[config.mk]
export PLATFORM = sky130hd
export DESIGN_NAME = ysyx_24100005_mem_arbiter
export DESIGN_NICKNAME = d
export VERILOG_FILES = /design/src/rtl/ysyx_24100005_mem_arbiter.sv
export SDC_FILE = /design/constraint.sdc
export NUM_CORES = 1
export LEC_CHECK = 0
export ABC_AREA = 0
export CORE_MARGIN = 2
export CORE_UTILIZATION = 30
export DETAILED_ROUTE_END_ITERATION = 6
export GPL_ROUTABILITY_DRIVEN = 0
export PLACE_DENSITY = 0.67
export SLEW_MARGIN = 30
export SYNTH_ARGS = -nofsm -noshare
export SYNTH_HDL_FRONTEND = slang
export SYNTH_SLANG_ARGS = --single-unit
[constraint.sdc]
create_clock -name clk -period 1.74 [get_ports clk]
set_input_delay 0.261 -clock clk [delete_from_list [all_inputs] [get_ports clk]]
set_output_delay 0.261 -clock clk [all_outputs]
set_load 0.02 [all_outputs]
[src/rtl/ysyx_24100005_mem_arbiter.sv]
// Shares one data-memory port between the IFU and LSU: round-robin arbitration,
// one outstanding transaction, response routed to its owner, timeout watchdog.
module ysyx_24100005_mem_arbiter #(
  parameter int ADDR_W  = 32,
  parameter int DATA_W  = 32,
  parameter int TIMEOUT = 64
) (
  input  logic              clk,
  input  logic              rst,
  input  logic              ifu_req_valid,
  output logic              ifu_req_ready,
  input  logic [ADDR_W-1:0] ifu_addr,
  output logic              ifu_resp_valid,
  input  logic              lsu_req_valid,
  output logic              lsu_req_ready,
  input  logic [ADDR_W-1:0] lsu_addr,
  input  logic              lsu_wen,
  input  logic [DATA_W-1:0] lsu_wdata,
  input  logic [7:0]        lsu_wmask,
  output logic              lsu_resp_valid,
  output logic [DATA_W-1:0] resp_rdata,
  output logic              resp_err,
  output logic              mem_req_valid,
  input  logic              mem_req_ready,
  output logic [ADDR_W-1:0] mem_addr,
  output logic              mem_wen,
  output logic [DATA_W-1:0] mem_wdata,
  output logic [7:0]        mem_wmask,
  input  logic              mem_resp_valid,
  input  logic [DATA_W-1:0] mem_rdata
);

  localparam int CNT_W = $clog2(TIMEOUT);

  typedef enum logic [1:0] {S_IDLE, S_REQ, S_RESP} state_t;

  state_t              state_q, state_d;
  logic                rr_lsu_q, rr_lsu_d;
  logic                owner_lsu_q, owner_lsu_d;
  logic [ADDR_W-1:0]   addr_q, addr_d;
  logic                wen_q, wen_d;
  logic [DATA_W-1:0]   wdata_q, wdata_d;
  logic [7:0]          wmask_q, wmask_d;
  logic [CNT_W-1:0]    cnt_q, cnt_d;
  logic                ifu_rv_q, ifu_rv_d;
  logic                lsu_rv_q, lsu_rv_d;
  logic [DATA_W-1:0]   rdata_q, rdata_d;
  logic                err_q, err_d;
  logic                grant_ifu, grant_lsu;

  always_ff @(posedge clk) begin
    if (rst) begin
      state_q     <= S_IDLE;
      rr_lsu_q    <= 1'b1;
      owner_lsu_q <= 1'b0;
      addr_q      <= '0;
      wen_q       <= 1'b0;
      wdata_q     <= '0;
      wmask_q     <= '0;
      cnt_q       <= '0;
      ifu_rv_q    <= 1'b0;
      lsu_rv_q    <= 1'b0;
      rdata_q     <= '0;
      err_q       <= 1'b0;
    end else begin
      state_q     <= state_d;
      rr_lsu_q    <= rr_lsu_d;
      owner_lsu_q <= owner_lsu_d;
      addr_q      <= addr_d;
      wen_q       <= wen_d;
      wdata_q     <= wdata_d;
      wmask_q     <= wmask_d;
      cnt_q       <= cnt_d;
      ifu_rv_q    <= ifu_rv_d;
      lsu_rv_q    <= lsu_rv_d;
      rdata_q     <= rdata_d;
      err_q       <= err_d;
    end
  end

  always_comb begin
    state_d     = state_q;
    rr_lsu_d    = rr_lsu_q;
    owner_lsu_d = owner_lsu_q;
    addr_d      = addr_q;
    wen_d       = wen_q;
    wdata_d     = wdata_q;
    wmask_d     = wmask_q;
    cnt_d       = cnt_q;
    ifu_rv_d    = 1'b0;
    lsu_rv_d    = 1'b0;
    rdata_d     = rdata_q;
    err_d       = err_q;
    grant_ifu   = 1'b0;
    grant_lsu   = 1'b0;
    case (state_q)
      S_IDLE: begin
        // rr_lsu_q only matters when both requesters are valid
        grant_lsu = lsu_req_valid && (!ifu_req_valid || rr_lsu_q);
        grant_ifu = ifu_req_valid && !grant_lsu;
        if (grant_lsu) begin
          owner_lsu_d = 1'b1;
          addr_d      = lsu_addr;
          wen_d       = lsu_wen;
          wdata_d     = lsu_wdata;
          wmask_d     = lsu_wmask;
          rr_lsu_d    = 1'b0;
          state_d     = S_REQ;
        end else if (grant_ifu) begin
          owner_lsu_d = 1'b0;
          addr_d      = ifu_addr;
          wen_d       = 1'b0;
          wdata_d     = '0;
          wmask_d     = '0;
          rr_lsu_d    = 1'b1;
          state_d     = S_REQ;
        end
      end
      S_REQ: begin
        if (mem_req_ready) begin
          cnt_d   = '0;
          state_d = S_RESP;
        end
      end
      S_RESP: begin
        // A response in the final watchdog cycle still counts as success
        if (mem_resp_valid) begin
          rdata_d  = wen_q ? '0 : mem_rdata;
          err_d    = 1'b0;
          ifu_rv_d = !owner_lsu_q;
          lsu_rv_d = owner_lsu_q;
          state_d  = S_IDLE;
        end else if (cnt_q == CNT_W'(TIMEOUT - 1)) begin
          rdata_d  = '0;
          err_d    = 1'b1;
          ifu_rv_d = !owner_lsu_q;
          lsu_rv_d = owner_lsu_q;
          state_d  = S_IDLE;
        end else begin
          cnt_d = cnt_q + CNT_W'(1);
        end
      end
      default: state_d = S_IDLE;
    endcase
  end

  assign ifu_req_ready  = grant_ifu;
  assign lsu_req_ready  = grant_lsu;
  assign mem_req_valid  = (state_q == S_REQ);
  assign mem_addr       = addr_q;
  assign mem_wen        = wen_q;
  assign mem_wdata      = wdata_q;
  assign mem_wmask      = wmask_q;
  assign ifu_resp_valid = ifu_rv_q;
  assign lsu_resp_valid = lsu_rv_q;
  assign resp_rdata     = rdata_q;
  assign resp_err       = err_q;

endmodule

==> impl_metrics.toml <==
[sta]
fin_skew_ns = 0.00429
hold_viol_final = 0
slew_viol_final = 0
setup_viol = 0
rsz0062_at_grt = "true"
fmax_mhz = 608
tns_ns = 0
finalCritPeriodShare_pct = 94.6
worstMarginPinSlew_ns = 0.447
period_needed_ns = 1.65
slew_headroom_pct = 70.1

[placed_design]
io_buffer_count = 253
dp.cells = 803
dpl.hpwl_microns = 9990
placed_cell_area_sq_um = 6920

[clocking]
cts-root-buf = "clkbuf_16"
clock_path_buffers = 2
clock_latency_ns = 0.40
cts_made_buffers = 17
clk_pin_slew_worst_paths_ns = 0.05
cts_sinks = 118
cts_hold_buf = 0
post-cts-setup-buffers = 0
cts.htree.levels = 4
cts_tree = "built"

[pwr]
leakagePower_nw = 2.83
total_power_mw = 8.16
power.density_nw_per_um2 = 1080
peakVddDrop_v = 0.000591

[job]
maxCapViolCount = 0

[floorplanning]
io_pins = 254
die_area_sq_um = 14800
rows = 42
die_h_microns = 122
die_w_microns = 122
core_area_sq_um = 13400
initial_core_util_pct = 31.0

[grt]
overflow = 0
grt_max_degree = 72
grt_pass1_wl_microns = 21400
grtUsageTotal_pct = 18.5
antenna_found_initial = 0
grt_pass1_vias = 4245

[drt]
wl_per_cell_microns = 17.0
drcViolationCount = 0
drtIter0Drc = 404
detail_route.first_pass.iterations = 7
detail_route.vias_per_cell = 5.06
vias = 4229
wirelength_microns = 14200
final_antenna_net_count = 0

[final_layout]
final_area_sq_um = 7580
area_growth_pct = 82.7
drive_gt1_share_pct = 9.70
fin_cells = 836
fin_util_pct = 56.6
diodes = 0
final_nets = 791
fillCellCount = 1159

[synth]
synthArstFlopShare_pct = 0
synth_flop_cell = "dfxtp_1"
netlist_area_sq_um = 4150
ys_types = 39
ys_ff_latch = 118
post_synth_inst_count = 390
synth_edf_count = 0
synth_area_per_cell_sq_um = 10.6
synth_nets = 534
seq_area_frac_synth_pct = 56.9
ys_warn_count = 0

[critical_path]
end_kind = "output pin"
crit_arrival_ns = 1.39
startpoint_type = "flip-flop"
worstSetupPathType = "reg2out"
cpLargestDelayFamily = "buffers and inverters"
crit_fanout = 2
slowest_stage = "clkdlybuf4s50_1"
critical_path.cell_chain = "clkdlybuf4s50_1"
max_stage_delay_ns = 0.63
path_buf_inv = 1
cp.required_ns = 1.48

[status]
status = "complete, no violations"

[hold_path]
hp-class = "in2reg"
per-stage QoR:
stage / hold slack (ns) / setup slack (ns)
global route: 0.367 / -0.000743
global placement: 0.455 / -0.165
finish: 0.375 / 0.0940
detailed placement: 0.457 / -0.211
floorplan: 0.358 / 0.204
CTS: 0.336 / 0.0191
synth_stat cells (2+ instances only):
| cell | n | share of area, % |
|---|---|---|
| clkbuf_1 | 11 | 1.0 |
| a211oi_1 | 3 | 0.54 |
| a21oi_1 | 5 | 0.60 |
| o21ai_0 | 2 | 0.24 |
| or3b_1 | 2 | 0.42 |
| dfxtp_1 | 118 | 57 |
| o21a_1 | 2 | 0.36 |
| a22oi_1 | 41 | 7.4 |
| nand3_1 | 3 | 0.36 |
| buf_2 | 16 | 1.9 |
| buf_4 | 3 | 0.54 |
| nor4b_1 | 2 | 0.42 |
| buf_6 | 6 | 1.6 |
| a222oi_1 | 31 | 7.5 |
| nand2_1 | 5 | 0.45 |
| nor2b_1 | 2 | 0.30 |
| a22o_1 | 32 | 6.8 |
| nor3_1 | 3 | 0.36 |
| nor2_1 | 78 | 7.1 |
| a31oi_1 | 4 | 0.60 |
| nand2b_1 | 3 | 0.45 |
per-layer routing:
layer  GRT usage [%]  vias to the layer above  wire length, microns
met4            8.19                        0                   229
met3            7.54                       19                  1250
met5               0                        -                     0
met1            20.9                     2016                  5560
li1                -                     2001                     -
met2            30.8                      193                  7180
timing repair:
item,CTS,global route
setup endpoints to repair,36,35
gates cloned,0,1
gates resized for setup,11,7
logic make-up (layout without fill, tap and decap cells):
family / after synthesis / in the layout / share of synthesized area [%]
compound gates: 125 / 126 / 25.2
fa+ha+maj: 1 / 1 / 0.302
buf+inv: 36 / 305 / 5.10
flops: 118 / 118 / 56.9
mux: 1 / 1 / 0.241
simple gates: 109 / 109 / 12.3
layout make-up:
type                            instances  area [sq um]  area share (%)
Timing Repair Buffer                  273          2740            36.1
Sequential cell                       118          2360            31.2
Multi-Input combinational cell        237          1630            21.5
Clock buffer                           25           515            6.80
Tap cell                              176           220            2.90
Clock inverter                          7           115            1.52
power by group:
group	internal, mW	switching [mW]	total [mW]
clock network	2.48	1.18	3.65
registers	2.88	0.0940	2.97
logic	0.831	0.709	1.54
total	6.18	1.98	8.16
flip-flops by register name, indices dropped and copies added, names as in the netlist:
signal          count
resp_rdata         32
mem_addr           32
ifu_resp_valid      1
state_q             2
lsu_resp_valid      1
mem_wmask           8
mem_wen             1
mem_wdata          32
cnt_q               6
owner_lsu_q         1
resp_err            1
rr_lsu_q            1
layout by cell type, fill, tap and decap left out, drive strengths merged, types with 4 or more instances in the layout:
master	netlist	layout
a211oi	4	4
a21oi	6	6
a222oi	31	31
a22o	32	32
a22oi	41	41
a31oi	4	4
buf	25	22
clkbuf	11	27
clkdlybuf4s50	0	248
dfxtp	118	118
nand2	5	5
nor2	78	78
worst min-delay path: cells and delay by family:
kind	cells	cell delay (ns)
and+or+nand+nor	1	0.10
buffers and inverters	2	0.38
final timing paths:
check,startpoint,end,slack (ns),cells after the start
setup / recovery,mem_addr[9],mem_addr[9],0.09,1
hold / removal,rst,mem_addr[20],0.37,3
setup reg to reg,state_q[0],resp_rdata[26],0.13,5
hold reg to reg,resp_rdata[21],resp_rdata[21],0.47,1
No activity file was read; power rests on OpenSTA's default activity.
